==> src/rtl/timestamp_capture.sv <==
// rtl/timestamp_capture.sv - timestamps rising edges on async event inputs into a FIFO drained over Avalon-MM
module timestamp_capture #(
    parameter int NUM_CH     = 4,
    parameter int FIFO_DEPTH = 16
) (
    input  logic              clk,
    input  logic              reset,
    input  logic [31:0]       timer,
    input  logic [NUM_CH-1:0] event_in,
    input  logic [1:0]        avs_address,
    input  logic              avs_read,
    input  logic              avs_write,
    input  logic [31:0]       avs_writedata,
    output logic [31:0]       avs_readdata,
    output logic              irq
);
    localparam int AW = (FIFO_DEPTH > 1) ? $clog2(FIFO_DEPTH) : 1;
    localparam int CW = AW + 1;

    logic [NUM_CH-1:0] sync1_q, sync2_q, sync3_q;
    logic [NUM_CH-1:0] pending_q, pending_d;
    logic [31:0]       cap_q [NUM_CH];
    logic [31:0]       cap_d [NUM_CH];
    logic [34:0]       mem [FIFO_DEPTH];
    logic [AW-1:0]     wr_ptr_q, wr_ptr_d, rd_ptr_q, rd_ptr_d;
    logic [CW-1:0]     count_q, count_d;
    logic              ovf_q, ovf_d;
    logic [7:0]        en_q, en_d;
    logic              irq_en_q, irq_en_d;
    logic [31:0]       rdata_q, rdata_d;

    logic [NUM_CH-1:0] detect, push_oh;
    logic              empty, full, pop, push, push_valid, ovf_set, ctrl_wr;
    logic [2:0]        push_ch;
    logic [31:0]       push_ts;
    logic [34:0]       head;
    logic              unused_wdata;

    assign unused_wdata = ^avs_writedata[30:9];

    assign detect  = sync2_q & ~sync3_q & en_q[NUM_CH-1:0];
    assign empty   = (count_q == '0);
    assign full    = (count_q == CW'(FIFO_DEPTH));
    assign pop     = avs_read && (avs_address == 2'd1) && !empty;
    assign push    = push_valid && (!full || pop);
    assign ctrl_wr = avs_write && (avs_address == 2'd3);
    assign head    = mem[rd_ptr_q];
    // Isolates the lowest set bit: the lowest-index pending channel wins arbitration.
    assign push_oh = pending_q & (~pending_q + NUM_CH'(1));

    always_comb begin
        push_valid = 1'b0;
        push_ch    = 3'd0;
        push_ts    = 32'd0;
        for (int i = NUM_CH - 1; i >= 0; i--) begin
            if (pending_q[i]) begin
                push_valid = 1'b1;
                push_ch    = 3'(i);
                push_ts    = cap_q[i];
            end
        end
    end

    always_comb begin
        pending_d = pending_q;
        cap_d     = cap_q;
        ovf_set   = 1'b0;
        for (int i = 0; i < NUM_CH; i++) begin
            if (detect[i]) begin
                if (pending_q[i]) begin
                    ovf_set = 1'b1;
                end else begin
                    pending_d[i] = 1'b1;
                    cap_d[i]     = timer;
                end
            end
        end
        if (push) begin
            pending_d = pending_d & ~push_oh;
        end
    end

    always_comb begin
        ovf_d    = ovf_q;
        en_d     = en_q;
        irq_en_d = irq_en_q;
        if (ctrl_wr) begin
            en_d     = avs_writedata[7:0];
            irq_en_d = avs_writedata[8];
            if (avs_writedata[31]) begin
                ovf_d = 1'b0;
            end
        end
        if (ovf_set) begin
            ovf_d = 1'b1;
        end
    end

    always_comb begin
        wr_ptr_d = push ? wr_ptr_q + AW'(1) : wr_ptr_q;
        rd_ptr_d = pop ? rd_ptr_q + AW'(1) : rd_ptr_q;
        count_d  = count_q;
        if (push && !pop) begin
            count_d = count_q + CW'(1);
        end else if (pop && !push) begin
            count_d = count_q - CW'(1);
        end
    end

    always_comb begin
        rdata_d = rdata_q;
        if (avs_read) begin
            case (avs_address)
                2'd0:    rdata_d = {7'd0, 9'(count_q), 13'd0, ovf_q, full, empty};
                2'd1:    rdata_d = empty ? 32'd0 : head[31:0];
                2'd2:    rdata_d = empty ? 32'd0 : {29'd0, head[34:32]};
                default: rdata_d = {23'd0, irq_en_q, en_q};
            endcase
        end
    end

    always_ff @(posedge clk) begin
        if (reset) begin
            sync1_q   <= '0;
            sync2_q   <= '0;
            sync3_q   <= '0;
            pending_q <= '0;
            cap_q     <= '{default: '0};
            wr_ptr_q  <= '0;
            rd_ptr_q  <= '0;
            count_q   <= '0;
            ovf_q     <= 1'b0;
            en_q      <= 8'hFF;
            irq_en_q  <= 1'b0;
            rdata_q   <= 32'd0;
        end else begin
            sync1_q   <= event_in;
            sync2_q   <= sync1_q;
            sync3_q   <= sync2_q;
            pending_q <= pending_d;
            cap_q     <= cap_d;
            wr_ptr_q  <= wr_ptr_d;
            rd_ptr_q  <= rd_ptr_d;
            count_q   <= count_d;
            ovf_q     <= ovf_d;
            en_q      <= en_d;
            irq_en_q  <= irq_en_d;
            rdata_q   <= rdata_d;
        end
    end

    // Storage needs no reset: count/pointers gate every read of it.
    always_ff @(posedge clk) begin
        if (push) begin
            mem[wr_ptr_q] <= {push_ch, push_ts};
        end
    end

    assign avs_readdata = rdata_q;
    assign irq          = irq_en_q && !empty;

endmodule

==> config.mk <==
export PLATFORM = sky130hd
export DESIGN_NAME = timestamp_capture
export DESIGN_NICKNAME = d
export VERILOG_FILES = /design/src/rtl/timestamp_capture.sv
export SDC_FILE = /design/constraint.sdc
export NUM_CORES = 1
export LEC_CHECK = 0
export ABC_CLOCK_PERIOD_IN_PS = 6600
export CAP_MARGIN = 25
export CORE_MARGIN = 4
export CORE_UTILIZATION = 45
export DETAILED_ROUTE_END_ITERATION = 8
export PLACE_DENSITY = 0.69
export SYNTH_ARGS = -nofsm -noshare
export SYNTH_HDL_FRONTEND = slang
export SYNTH_SLANG_ARGS = --single-unit
==> constraint.sdc <==
create_clock -name clk -period 6.6 [get_ports clk]
set_input_delay 1.32 -clock clk [delete_from_list [all_inputs] [get_ports clk]]
set_output_delay 1.32 -clock clk [all_outputs]
set_load 0.01 [all_outputs]
Word level (Yosys, flattened, before mapping)
Memory sizes are Yosys's and may differ from the RTL's. A register that Yosys moved wholly into a read port is not among the register bits. Index checks and enable logic that the tools add are counted.

Memories kept: 1. Register bits: 199. Input bits: 74. RAM bits: 560.

Equal/unequal tests: 4. Mux-type cells: 37. Bitwise operators: 11. Reduce and logical (&&, ||, !) cells: 22. $add $sub $neg: 5.

Memories: mem (depth 16, bits a word 35, rd ports 1, clocked after memory_dff 1, write ports 1, line 24) `logic [34:0] mem [FIFO_DEPTH];`.

Operator list (number): two-way mux 32 bit (5); one-hot mux 32 bit (3 select lines) (1); two-way mux 1 bit (21); AND 4 bit (4); adder 4 x 1 -> 4 bit (second input constant) (3); two-way mux 3 bit (4); two-way mux 4 bit (3); inverter 4 bit (3); two-way mux 5 bit (2); AND reduction 2 bit (5); logical AND 1 bit (7); nonzero test 2 bit (3); adder 5 x 1 -> 5 bit (second input constant) (1); equality test 5 bit (second input constant) (1); zero test 5 bit (1); subtractor 5 x 1 -> 5 bit (second input constant) (1); equality test 2 bit (second input constant) (2); zero test 1 bit (4); inverter 1 bit (4); equality test 2 x 1 -> 1 bit (second input constant) (1); zero test 2 bit (1); two-way mux 2 bit (1); logical OR 1 bit (1).

Depth between registers and ports, before layout
Depth in word-level cells: 12. Mapped depth: 12. Depth with buffers taken out: 11.

Worst setup path before layout
Ideal clock, no wire load.

Path kind: input to register. From: in avs_address[0]. To: mem mem[3][0] (enable). Stages on the path: 5. Arrival: 4773 ps. Path buffers: 1. Setup slack: 1360 ps. Required time: 6132 ps. Cells stage by stage: clkbuf_1 > nand3b_1 > a31oi_1 > nand2_1 > nor3_1.

Word-level cells in the longest chain between the ends: 7.

Ends and longest elaborated chain: from (decl) (line 10) `input logic [1:0] avs_address,`; equality test 2 x 1 -> 1 bit (line 44) `assign pop = avs_read && (avs_address == 2'd1) && !empty;`; logical AND 1 bit (2 in series) (line 44); logical OR 1 bit (line 45) `assign push = push_valid && (!full || pop);`; logical AND 1 bit (line 45); via push (line 33) `logic empty, full, pop, push, push_valid, ovf_set, ctrl_wr;`; two-way mux 1 bit (line 154) `if (push) begin`; two-way mux 1 bit (not written as such) (line 155) `mem[wr_ptr_q] <= {push_ch, push_ts};`; to (decl) (line 24).

The timed path passes the listed nets, and every way through them passes these cells.

Final worst setup path
From: in avs_address[0]. To: mem mem[15][29] (enable).

Same word-level chain as after synthesis.

==> impl_metrics.env <==
export IMPL_cts_buffers=75
export IMPL_drcViolationCount=0
export IMPL_power_frac_seq_pct=50.8
export IMPL_ys_top_cells_by_count="edfxtp_1 (544), nand2_1 (364), a21oi_1 (208)"
export IMPL_cts_resized=0
export IMPL_mappedNetlistArea_sq_mm=0.02883
export IMPL_final_nets=2084
export IMPL_drv_slew=0
export IMPL_final_cells=2908
export IMPL_sw_frac_of_total_pct=22.16
export IMPL_grt_pass1_wl_microns=101400
export IMPL_cts_root_buf="clkbuf_16"
export IMPL_grt_pass1_vias=16820
export IMPL_yosys_area_share_simple_pct=7.551
export IMPL_grt_busiest_layer="met2"
export IMPL_period_minus_slack_ns=4.315
export IMPL_cts_tree="built"
export IMPL_cts_buffer_depth=3
export IMPL_cts_setup_buffers=0
export IMPL_overflow=0
export IMPL_vias_per_cell=5.682
export IMPL_clockPowerShare_pct=41.1
export IMPL_use_met2_pct=33.57
export IMPL_drt_antenna_violating_nets=0
export IMPL_r2r_slack_ns=2.95
export IMPL_yosysWarningCount=0
export IMPL_synth_compound_area_share_pct=5.859
export IMPL_crit_arrival_ns=4.59
export IMPL_synth_top_family_by_area="multiplexers"
export IMPL_p_per_area_mw_per_mm2=304.0
export IMPL_status="finished, final reports clean"
export IMPL_coreArea_sq_mm=0.06320
export IMPL_wirelength_microns=66890
export IMPL_cts_sinks=747
export IMPL_max_slew_margin_rel_pct=35.12
export IMPL_io_pins=107
export IMPL_h_tree_depth=3
export IMPL_place_ws_ns=1.691
export IMPL_synth_xor_area_share_pct=0.2734
export IMPL_hold_viol_final=0
export IMPL_seq_area_frac_synth_pct=70.75
export IMPL_timing_setup_tns_ns=0
export IMPL_synth_most_common_cell="edfxtp_1"
export IMPL_synth_area_leaders="edfxtp_1 (57%), dfxtp_1 (14%), mux4_2 (12%)"
export IMPL_grt_start_max_net_pins=89
export IMPL_gp_congestion=0.7673
export IMPL_drtIter0Drc=1447
export IMPL_async_reset_ff_share_pct=0
export IMPL_synth_top_area_share_pct=56.66
export IMPL_avgSynthCellArea_sq_um=15.20
export IMPL_synth_edf_count=544
export IMPL_die_h_microns=261.1
export IMPL_dpl_cell_count=2765
export IMPL_antenna_found_initial=2
export IMPL_use_met1_pct=25.95
export IMPL_yosysTopAreaCell="edfxtp_1"
export IMPL_synth_cell_type_count=47
export IMPL_fp_dieW_microns=261.1
export IMPL_cp_max_fo=22
export IMPL_required_ns=6.87
export IMPL_drive_gt1_share_pct=18.96
export IMPL_worstSetupStartpointType="input pin"
export IMPL_internal_power_mw=7.902
export IMPL_dieArea_sq_mm=0.06818
export IMPL_syn_nets=1981
export IMPL_wl_per_cell_microns=23.00
export IMPL_antennaDiodeCount=0
export IMPL_peakVddDrop_mv=0.1996
export IMPL_rsz0062_at_grt="false"
export IMPL_worstSetupPathType="input pin to flip-flop"
export IMPL_ys_flop_type="edfxtp_1"
export IMPL_syn_inst=1897
export IMPL_placed_area_sq_mm=0.03087
export IMPL_fmax_ghz=0.2318
export IMPL_p_leak_nw=10.79
export IMPL_worstMarginPinSlew_ns=0.9709
export IMPL_ys_seq_elements=747
export IMPL_clk_transition_reported_paths_ns=0.06
export IMPL_fin_area_sq_mm=0.03339
export IMPL_end_kind="flip-flop"
export IMPL_cap_violations=0
export IMPL_synthAdderAreaFrac_pct=0.4600
export IMPL_vias=16520
export IMPL_gr_usage_met3_pct=3.588
export IMPL_io_buffers=84
export IMPL_fill_cells=5017
export IMPL_drtPass1Iterations=5
export IMPL_initial_core_util_pct=45.62
export IMPL_p_comb_share_pct=8.1
export IMPL_syn2layout_area_growth_pct=15.80
export IMPL_p_sw_mw=2.249
export IMPL_post_route_util_pct=52.83
export IMPL_dp_hpwl_microns=38500
export IMPL_hold_class="flip-flop to flip-flop"
export IMPL_synthMuxAreaShare_pct=12.98
export IMPL_final_setup_viol_count=0
export IMPL_holdBufCountCts=0
export IMPL_fin_crit_sh_pct=65.37
export IMPL_clock_latency_ns=0.61
export IMPL_grt_use_total_pct=19.66
export IMPL_fp_row_count=92
export IMPL_fin_ws_ns=2.285
export IMPL_skew_ns=0.02227
state kept, by name (all words and copies together), names as in the netlist, named ones only:
| register | cells |
|---|---|
| avs_readdata | 32 |
| cap_q | 128 |
| count_q | 5 |
| en_q | 8 |
| irq_en_q | 1 |
| mem | 544 |
| ovf_q | 1 |
| pending_q | 4 |
| rd_ptr_q | 4 |
| sync1_q | 4 |
| sync2_q | 4 |
| sync3_q | 4 |
| wr_ptr_q | 4 |
metal layers:
layer  vias to the layer above  routed length (microns)
li1                       7385                        -
met3                        84                     4333
met1                      8488                    27430
met4                         4                     1406
met2                       561                    33700
met5                         -                       27
cell usage in the layout, fill, tap and decap left out, drive strengths merged, types with 5 or more instances in the layout:
cell type	synthesis	layout
mux4	160	160
nand3b	12	12
nor3	7	7
clkinv	1	23
nand2b	11	11
a32o	18	18
mux2i	6	6
clkdlybuf4s50	0	83
nor2b	18	18
edfxtp	544	544
dfxtp	203	203
buf	34	74
a22oi	11	11
o21ai	40	40
clkbuf	97	103
a21oi	208	208
clkinvlp	0	5
nor4	6	6
mux2	7	7
nand3	51	51
nor2	36	36
nand2	364	364
ha	9	9
inv	8	13
xor2	5	5
final timing paths:
path,from,depth (start not counted),to
worst max-delay path,avs_address[0],6,mem[15][29]
worst min-delay path,sync1_q[3],1,sync2_q[3]
worst max register to register,pending_q[1],5,mem[15][29]
worst min register to register,sync1_q[3],1,sync2_q[3]
area by class of cell:
cell class	instances	area (sq um)	share of cell area (%)
Sequential cell	747	20410	61.15
Timing Repair Buffer	157	1453	4.351
Multi-Input combinational cell	1010	7981	23.91
Inverter	9	33.78	0.1012
Clock inverter	36	316.6	0.9482
Clock buffer	103	2128	6.375
Tap cell	846	1059	3.171
cell families after synthesis:
family / Yosys count
flops: 747
simple gates: 517
compound gates: 301
mux: 173
buf+inv: 140
fa+ha+maj: 10
xor+xnor: 9
worst max-delay path, cell delays in order:
cell             delay (ns)
clkdlybuf4s50_1        0.73
nand3b_1               0.17
a31oi_1                0.69
nand2_1                0.44
nor2_4                 0.79
buf_4                  0.43
stage by stage:
step | power [mW] | hold slack (ns)
6_report | 10.15 | 0.4385
2_1_floorplan | 5.799 | 0.4138
3_5_place_dp | 6.073 | 0.4271
5_1_grt | 10.51 | 0.4616
3_3_place_gp | 6.052 | 0.4364
4_1_cts | 10.23 | 0.4472
power groups by stage:
stage	Combinational (mW)	Sequential (mW)	Clock [mW]
detailed placement	0.819	5.25	0
floorplan	0.563	5.24	0
global placement	0.803	5.25	0
finish	0.821	5.15	4.18
global route	0.891	5.16	4.46
CTS	0.822	5.16	4.26
(Power assumes the default switching activity.)
